[src/rtl/pdm_capture_ctrl.sv]
// PDM capture sequencer: settle-sample discard, burst capture into a FWFT FIFO, watermark/done irq.
// Define PDM_CAPTURE_TRIGGER_EN to insert the ARMED state (sound-activated capture on |pcm_in| >= thresh).
module pdm_capture_ctrl #(
    parameter int DEPTH = 8,
    parameter int DW    = 16,
    parameter int CNTW  = 8
) (
    input  logic                   clk,
    input  logic                   rst_n,
    input  logic                   start,
    input  logic                   abort,
    input  logic [CNTW-1:0]        settle_n,
    input  logic [CNTW-1:0]        burst_n,
    input  logic [$clog2(DEPTH):0] watermark,
    input  logic [DW-1:0]          thresh,
    input  logic [DW-1:0]          pcm_in,
    input  logic                   pcm_valid,
    input  logic                   rd_en,
    output logic                   pdm_enable,
    output logic [DW-1:0]          rd_data,
    output logic [$clog2(DEPTH):0] level,
    output logic                   busy,
    output logic                   done,
    output logic                   overflow,
    output logic                   irq
);
    localparam int AW = $clog2(DEPTH);
    localparam int LW = AW + 1;

`ifdef PDM_CAPTURE_TRIGGER_EN
    typedef enum logic [1:0] {IDLE, SETTLE, ARMED, CAPTURE} state_t;
    localparam state_t RUN_ENTRY = ARMED;
`else
    typedef enum logic [1:0] {IDLE, SETTLE, CAPTURE} state_t;
    localparam state_t RUN_ENTRY = CAPTURE;
`endif

    state_t          state_reg;
    logic [CNTW-1:0] settle_reg;
    logic [CNTW-1:0] burst_reg;
    logic [CNTW-1:0] cap_reg;
    logic [AW-1:0]   wr_ptr_reg;
    logic [AW-1:0]   rd_ptr_reg;
    logic [LW-1:0]   level_reg;
    logic            done_reg;
    logic            overflow_reg;
    logic            pdm_enable_reg;
    logic            busy_reg;
    logic [DW-1:0]   mem [DEPTH];

    logic            pop;
    logic            full;
    logic            take;
    logic            push;
    logic            drop;
    logic            burst_hit;
    logic [CNTW-1:0] cap_inc;

`ifdef PDM_CAPTURE_TRIGGER_EN
    logic [DW-1:0] mag;
    // Two's-complement magnitude; the most negative code saturates to the positive maximum.
    assign mag = !pcm_in[DW-1] ? pcm_in :
                 (pcm_in == {1'b1, {(DW-1){1'b0}}}) ? {1'b0, {(DW-1){1'b1}}} :
                 (~pcm_in + 1'b1);
`else
    logic unused_thresh;
    assign unused_thresh = ^thresh;
`endif

    always_comb begin
        pop  = rd_en && (level_reg != '0);
        full = (level_reg == LW'(DEPTH));
        take = 1'b0;
        if (pcm_valid && !abort) begin
            if (state_reg == CAPTURE) take = 1'b1;
`ifdef PDM_CAPTURE_TRIGGER_EN
            if (state_reg == ARMED && mag >= thresh) take = 1'b1;
`endif
        end
        // A full FIFO still accepts the sample when a pop frees the slot in the same cycle.
        push      = take && (!full || pop);
        drop      = take && full && !pop;
        cap_inc   = (cap_reg == '1) ? cap_reg : cap_reg + 1'b1;
        burst_hit = take && (burst_reg != '0) && (cap_inc == burst_reg);
    end

    always_ff @(posedge clk) begin
        if (push) mem[wr_ptr_reg] <= pcm_in;
    end

    always_ff @(posedge clk) begin
        if (!rst_n) begin
            state_reg      <= IDLE;
            settle_reg     <= '0;
            burst_reg      <= '0;
            cap_reg        <= '0;
            wr_ptr_reg     <= '0;
            rd_ptr_reg     <= '0;
            level_reg      <= '0;
            done_reg       <= 1'b0;
            overflow_reg   <= 1'b0;
            pdm_enable_reg <= 1'b0;
            busy_reg       <= 1'b0;
        end else begin
            if (push) wr_ptr_reg <= wr_ptr_reg + 1'b1;
            if (pop)  rd_ptr_reg <= rd_ptr_reg + 1'b1;
            level_reg <= level_reg + LW'(push) - LW'(pop);
            if (drop) overflow_reg <= 1'b1;
            if (take) cap_reg <= cap_inc;

            case (state_reg)
                IDLE: begin
                    if (start) begin
                        settle_reg     <= settle_n;
                        burst_reg      <= burst_n;
                        cap_reg        <= '0;
                        done_reg       <= 1'b0;
                        overflow_reg   <= 1'b0;
                        pdm_enable_reg <= 1'b1;
                        busy_reg       <= 1'b1;
                        state_reg      <= (settle_n != '0) ? SETTLE : RUN_ENTRY;
                    end
                end
                SETTLE: begin
                    if (abort) begin
                        state_reg      <= IDLE;
                        pdm_enable_reg <= 1'b0;
                        busy_reg       <= 1'b0;
                    end else if (pcm_valid) begin
                        settle_reg <= settle_reg - 1'b1;
                        if (settle_reg == CNTW'(1)) state_reg <= RUN_ENTRY;
                    end
                end
`ifdef PDM_CAPTURE_TRIGGER_EN
                ARMED: begin
                    if (abort || burst_hit) begin
                        state_reg      <= IDLE;
                        pdm_enable_reg <= 1'b0;
                        busy_reg       <= 1'b0;
                        if (!abort) done_reg <= 1'b1;
                    end else if (take) begin
                        state_reg <= CAPTURE;
                    end
                end
`endif
                CAPTURE: begin
                    if (abort || burst_hit) begin
                        state_reg      <= IDLE;
                        pdm_enable_reg <= 1'b0;
                        busy_reg       <= 1'b0;
                        if (!abort) done_reg <= 1'b1;
                    end
                end
                default: begin
                    state_reg      <= IDLE;
                    pdm_enable_reg <= 1'b0;
                    busy_reg       <= 1'b0;
                end
            endcase
        end
    end

    assign rd_data    = (level_reg == '0) ? '0 : mem[rd_ptr_reg];
    assign level      = level_reg;
    assign pdm_enable = pdm_enable_reg;
    assign busy       = busy_reg;
    assign done       = done_reg;
    assign overflow   = overflow_reg;
    assign irq        = done_reg | ((watermark != '0) && (level_reg >= watermark));
endmodule

[config.mk]
export PLATFORM = sky130hd
export DESIGN_NAME = pdm_capture_ctrl
export DESIGN_NICKNAME = d
export VERILOG_FILES = /design/src/rtl/pdm_capture_ctrl.sv
export SDC_FILE = /design/constraint.sdc
export NUM_CORES = 1
export LEC_CHECK = 0
export CAP_MARGIN = 25
export CELL_PAD_IN_SITES_DETAIL_PLACEMENT = 1
export CELL_PAD_IN_SITES_GLOBAL_PLACEMENT = 1
export CORE_MARGIN = 4
export CORE_UTILIZATION = 45
export DETAILED_ROUTE_END_ITERATION = 8
export DONT_BUFFER_PORTS = 1
export PLACE_DENSITY = 0.72
export SETUP_SLACK_MARGIN = 0.4
export SLEW_MARGIN = 25
export SYNTH_ARGS = -nofsm -noshare
export SYNTH_HDL_FRONTEND = slang
export SYNTH_SLANG_ARGS = --single-unit
[constraint.sdc]
create_clock -name clk -period 4.6 [get_ports clk]
set_clock_uncertainty 0.15 [all_clocks]
set_input_delay 0.69 -clock clk [delete_from_list [all_inputs] [get_ports clk]]
set_output_delay 0.69 -clock clk [all_outputs]
set_load 0.1 [all_outputs]
==> results.ini <==
[sta]
holdWs_ps=200.0
worstMarginPinSlew_ps=1010
timing.max_slew.rel_slack=0.3265
finalSetupViolCount=0
timing.final.crit_share=0.7398
setup-tns-final_ps=0
grt_setup_unrepaired=false
finalCriticalPeriod_ps=3403
maxSlewViolCount=0
hold_violations=0
achievable-frequency_ghz=0.2938

[job]
maxCapViolCount=0

[route]
routed_metal_1_wirelength_um=6231
drt_first_iter_violations=175
highest_layer=met4
post_detailed_route_wirelength_per_cell_um=20.60
detail_route.first_pass.iterations=5
wl_met3_um=835
detail_route.vias_per_cell=5.595
wirelength_um=15760
num_vias=4280
drcViolationCount=0
ant_nets=0
wl_met2_um=8486

[yosys]
synthFlopType=sky130_fd_sc_hd__edfxtp_1
yosysSeqAreaShare=0.6434
synth_commonest_cells=sky130_fd_sc_hd__edfxtp_1 (128), sky130_fd_sc_hd__nor2_1 (53), sky130_fd_sc_hd__dfxtp_1 (42)
synth-edff-count=128
asyncSetResetFlopFracSynth=0
mappedNetlistArea_sq_um=7281
synth_cell_types=57
synthesis.nets=581
synth_largest_area_cell=sky130_fd_sc_hd__edfxtp_1
synth_area_per_cell_sq_um=14.36
yosys.area.top_type_share=0.5279
yosysMostFrequentCell=sky130_fd_sc_hd__edfxtp_1
yosys_register_bits=170
ys.warnings.count=0
mapped_cells=507
synthTopCellsByArea=sky130_fd_sc_hd__edfxtp_1 (53%), sky130_fd_sc_hd__dfxtp_1 (12%), sky130_fd_sc_hd__mux4_2 (9.9%), sky130_fd_sc_hd__mux2i_1 (3.0%), sky130_fd_sc_hd__nor2_1 (2.7%)

[layout]
multi_input_comb_area_sq_um=2505
final_layout_size_suffix_gt1_frac=0.2313
fillers=1566
seq_area_sq_um=4688
largest-register=mem
largest_register_ffs=128
finish.net_count=610
syn2layout_area_growth_pct=14.69
n_antenna_cell=0

[clock_network]
clk_transition_reported_paths_ps=60
tritoncts_num_sinks=170
cts_root_buffer=sky130_fd_sc_hd__clkbuf_16
cts_inserted_buffers=17
cts_resized=0
postCtsHoldBufs=0
max-clock-path-buffers=2
postCtsSetupBuffers=0
tritoncts=built
worstSkewPairLatency_ps=430
htree_levels=4

[worst_setup_path]
cp-start-kind=flop
cp_slowest_stage_delay_ps=680
worst-path-buf-inv=3
end_kind=flop
arrival_ps=3380
cp.required_ps=4580
cpMaxStageDelayCell=sky130_fd_sc_hd__nor3b_2
path_common_cell=sky130_fd_sc_hd__buf_4
timing.critical_path.cells=buf_4 > inv_1 > ha_1 > nand2b_1 > a31oi_1 > nand2_1 > nor3b_2 > buf_4
critical-path-top-delay-family=simple AND/OR/NAND/NOR gates
critical_path_peak_fanout=10
timing.setup.critical_path_class=flop to flop

[min_path]
min-delay-path-class=primary input to flop

[floorplanning]
floorplan.rows=46
die_h_um=135.2
top_level_ports=83
floorplan.initialDensity=0.4583
die_width_um=135.2
standard_cell_core_area_sq_um=15890
fp.dieArea_sq_um=18280

[global_routing]
grt_pass1_vias=4698
grt_start_max_net_pins=33
groute.usage.overall=0.1852
global_route_wire_length_before_repair_um=25390
antenna_found_initial=0
grt-ovfl-total=0

[pwr]
leakage_nw=2.787
worst_ir_drop_vdd_mv=0.3544
cellPowerDensity_nw_per_um2=598.7

[place]
globalplace.congestion=0.7938
port_buffers=0
hpwl_um=10750

[outcome]
run_status=finished, final reports clean

==> cell families after synthesis <==
logic type | share of synthesized area
DFF | 0.6434
AOI/OAI and AO/OA | 0.06101
buffers and inverters | 0.02268
xor gates and xnor gates | 0.02165
and+or+nand+nor | 0.09349
adders and majority gates | 0.02853
muxes | 0.1292
==> cell type report <==
class	count	share of cell area
flip-flops and latches	170	0.5614
multi-input cells	298	0.3000
clock buffers	17	0.05094
well taps	216	0.03236
repair buffers	34	0.03057
clock inverters	15	0.01798
inverters	15	0.006743
==> per-stage QoR <==
step | power (mW) | worst slack [ps] | std cells | cell area, sq um | util
6_report | 5.000 | 1197 | 765 | 8351 | 0.5257
5_1_grt | 5.220 | 906.4 | 765 | 8351 | 0.5257
4_1_cts | 5.061 | 1123 | 765 | 8351 | 0.5257
3_5_place_dp | 3.671 | 1174 | 733 | 7775 | 0.4894
3_3_place_gp | 3.622 | 1319 | 733 | 7775 | 0.4894
2_1_floorplan | 3.252 | 591.9 | 507 | 7281 | -
==> path summary, 6_finish.rpt <==
path	from	to	slack, ps	depth (start not counted)
max	level[2]$_SDFF_PN0_	mem[5][12]$_DFFE_PP_	1200	8
min	pcm_in[13]	mem[1][13]$_DFFE_PP_	200	0
max reg2reg	level[2]$_SDFF_PN0_	mem[5][12]$_DFFE_PP_	1200	8
min reg2reg	burst_reg[1]$_SDFFE_PN0P_	burst_reg[1]$_SDFFE_PN0P_	340	2
==> placed cells by master (no fill, tap or decap), drive strengths merged, types with 3 or more instances in the layout <==
cell type / synthesis / final
o21ai: 10 / 10
edfxtp: 128 / 128
clkinv: 1 / 9
ha: 15 / 15
dfxtp: 42 / 42
nand2: 36 / 36
nand2b: 6 / 6
a21o: 5 / 5
inv: 14 / 17
xor2: 9 / 9
and3: 4 / 4
nand3: 7 / 7
nor4: 7 / 7
nor2: 53 / 53
buf: 8 / 34
nor3b: 5 / 5
and2: 5 / 5
clkbuf: 16 / 17
a211oi: 5 / 5
mux4: 32 / 32
xnor2: 9 / 9
and4: 3 / 3
mux2i: 22 / 22
a21oi: 27 / 27
nor3: 5 / 5
==> per-layer routing <==
metal | global-route usage | up-vias
li1 | - | 1987
met1 | 0.2123 | 2196
met2 | 0.3343 | 84
met3 | 0.05386 | 13
met4 | 0.05767 | 0
met5 | 0 | -
==> where the power goes <==
part | switching (mW) | total, mW | internal [mW]
sequential | 0.121 | 1.83 | 1.71
clock | 0.589 | 1.39 | 0.798
combinational | 1.25 | 1.79 | 0.534
Power figures use the tool's default switching activity.
==> variant (same flow settings) <==
Put one more register stage on the output `overflow`, without a reset. The value now appears one clock later. The other outputs are not delayed to match.
--- a/src/rtl/pdm_capture_ctrl.sv
+++ b/src/rtl/pdm_capture_ctrl.sv
@@ -166,5 +166,7 @@
     assign busy       = busy_reg;
     assign done       = done_reg;
-    assign overflow   = overflow_reg;
+    always_ff @(posedge clk) begin
+        overflow <= overflow_reg;
+    end
     assign irq        = done_reg | ((watermark != '0) && (level_reg >= watermark));
 endmodule
Check against the original RTL: same outputs for any inputs over 4 cycles, from zero or initial values and one cycle with rst_n low; that may be too few to reach the edited logic, so the function may still have changed.
==> variant against the original RTL <==
Sequential cell count increased by 1; routed wire length increased by 0.41%; first-iteration DRC count decreased by 19%; combinational power increased by 3%; critical path type unchanged; setup slack improved by 0.036 ns; power decreased by 0.99%; synthesized area increased by 0.27%; design area about the same; highest routed layer unchanged.
==> variant: results (changes against the original RTL) <==
Static Leak 0.00279 uW (about the same); crit path max fanout 11 (+1); Async S/R FF share, synth 0 (unchanged); Max-slew headroom 0.321 (-0.00527); routed length on met3 735 um (-12%); met2 wire length 8630 um (+1.7%); Vias 4304 (+0.56%); HPWL Detailed 10500 um (-2.3%); Overall Global Routing Usage 0.183 (-0.00235); sequential-to-total area share from yosys stat 0.644 (+0.000978); status complete, no violations; number of global-route vias before repair 4716 (+0.38%); Synth area leaders edfxtp_1 53%, dfxtp_1 12%, mux4_2 9.9%; worst slack, placed 1.27 ns (+0.0938 ns); Mapped Nets 582 (+0.17%); worst path arrival time 3.33 ns (-0.05 ns); Layout Cells excl Fill 767 (+0.26%); WL met1 6370 um (+2.2%); initial drt markers 141 (-19%); routed len/inst 20.6 um (+0.15%); syn avg cell area 14.4 um^2 (about the same); global-route wire length before repair 25400 um (about the same); VDD IR max 0.369 mV (+4.0%); synth cell count leaders 128 x edfxtp_1, 53 x nor2_1, 43 x dfxtp_1; placed cell count 735 (+0.27%); pwr/cell area 593 mW/mm^2 (-1.0%); worst setup margin 1.23 ns (+0.0356 ns); Final nets 612 (+0.33%); drt pass-1 iters 4 (-1); R2R setup slack 1.23 ns (+0.04 ns); GPL Wtd Cong 0.828 (+4.4%); largest net degree at the start of global routing 33 (unchanged)
[variant: power by group]
group	total [uW]	internal, uW	switching, uW	leakage, uW
registers	1770	1710	60.2	0.00150
clock network	1340	750	592	0.000266
logic	1840	531	1300	0.00102
total	4950	2990	1960	0.00279
[variant: metal layers]
metal  up-vias  GRT usage
li1       1997          -
met1      2227      0.212
met2        73      0.330
met3         7     0.0591
met4         0     0.0420
met5         -          0
[variant: stage by stage]
step,hold WS [ns],total power [uW],area [um^2]
floorplan,0.182,3260,7300
global placement,0.192,3620,7800
detailed placement,0.198,3670,7800
CTS,0.187,5010,8350
global route,0.178,5180,8350
finish,0.208,4950,8350
[variant: cell type report]
cell class,instances,area [um^2]
Clock buffer,19,433
Clock inverter,13,119
Fill cell,1572,7530
Inverter,15,56.3
Multi-Input combinational cell,298,2500
Sequential cell,171,4710
Tap cell,216,270
Timing Repair Buffer,35,263
[variant: critical path, stage by stage, from the launching register on]
cell and delay (ns):
dfxtp_1 0.31, buf_4 0.29, inv_1 0.13, ha_1 0.23
nand2b_1 0.16, a31oi_1 0.58, nand2_1 0.28, nor2_1 0.54
buf_4 0.36
[variant: worst min-delay path by stage]
stage            startpoint   endpoint  slack [ns]  depth (start not counted)
2_1_floorplan  overflow_reg   overflow        0.18                          0
3_3_place_gp   overflow_reg   overflow        0.19                          0
3_5_place_dp   overflow_reg   overflow        0.20                          0
4_1_cts           pcm_in[5]  mem[4][5]        0.19                          0
5_1_grt           pcm_in[4]  mem[6][4]        0.18                          0
6_report          pcm_in[0]  mem[2][0]        0.21                          0
[variant: cells by family after synthesis]
group | count (synthesis) | synth area share
buffers and inverters | 39 | 0.0226
xor gates and xnor gates | 18 | 0.0216
and+or+nand+nor | 142 | 0.0932
DFF | 171 | 0.644
AOI/OAI and AO/OA | 68 | 0.0608
muxes | 54 | 0.129
adders and majority gates | 16 | 0.0284
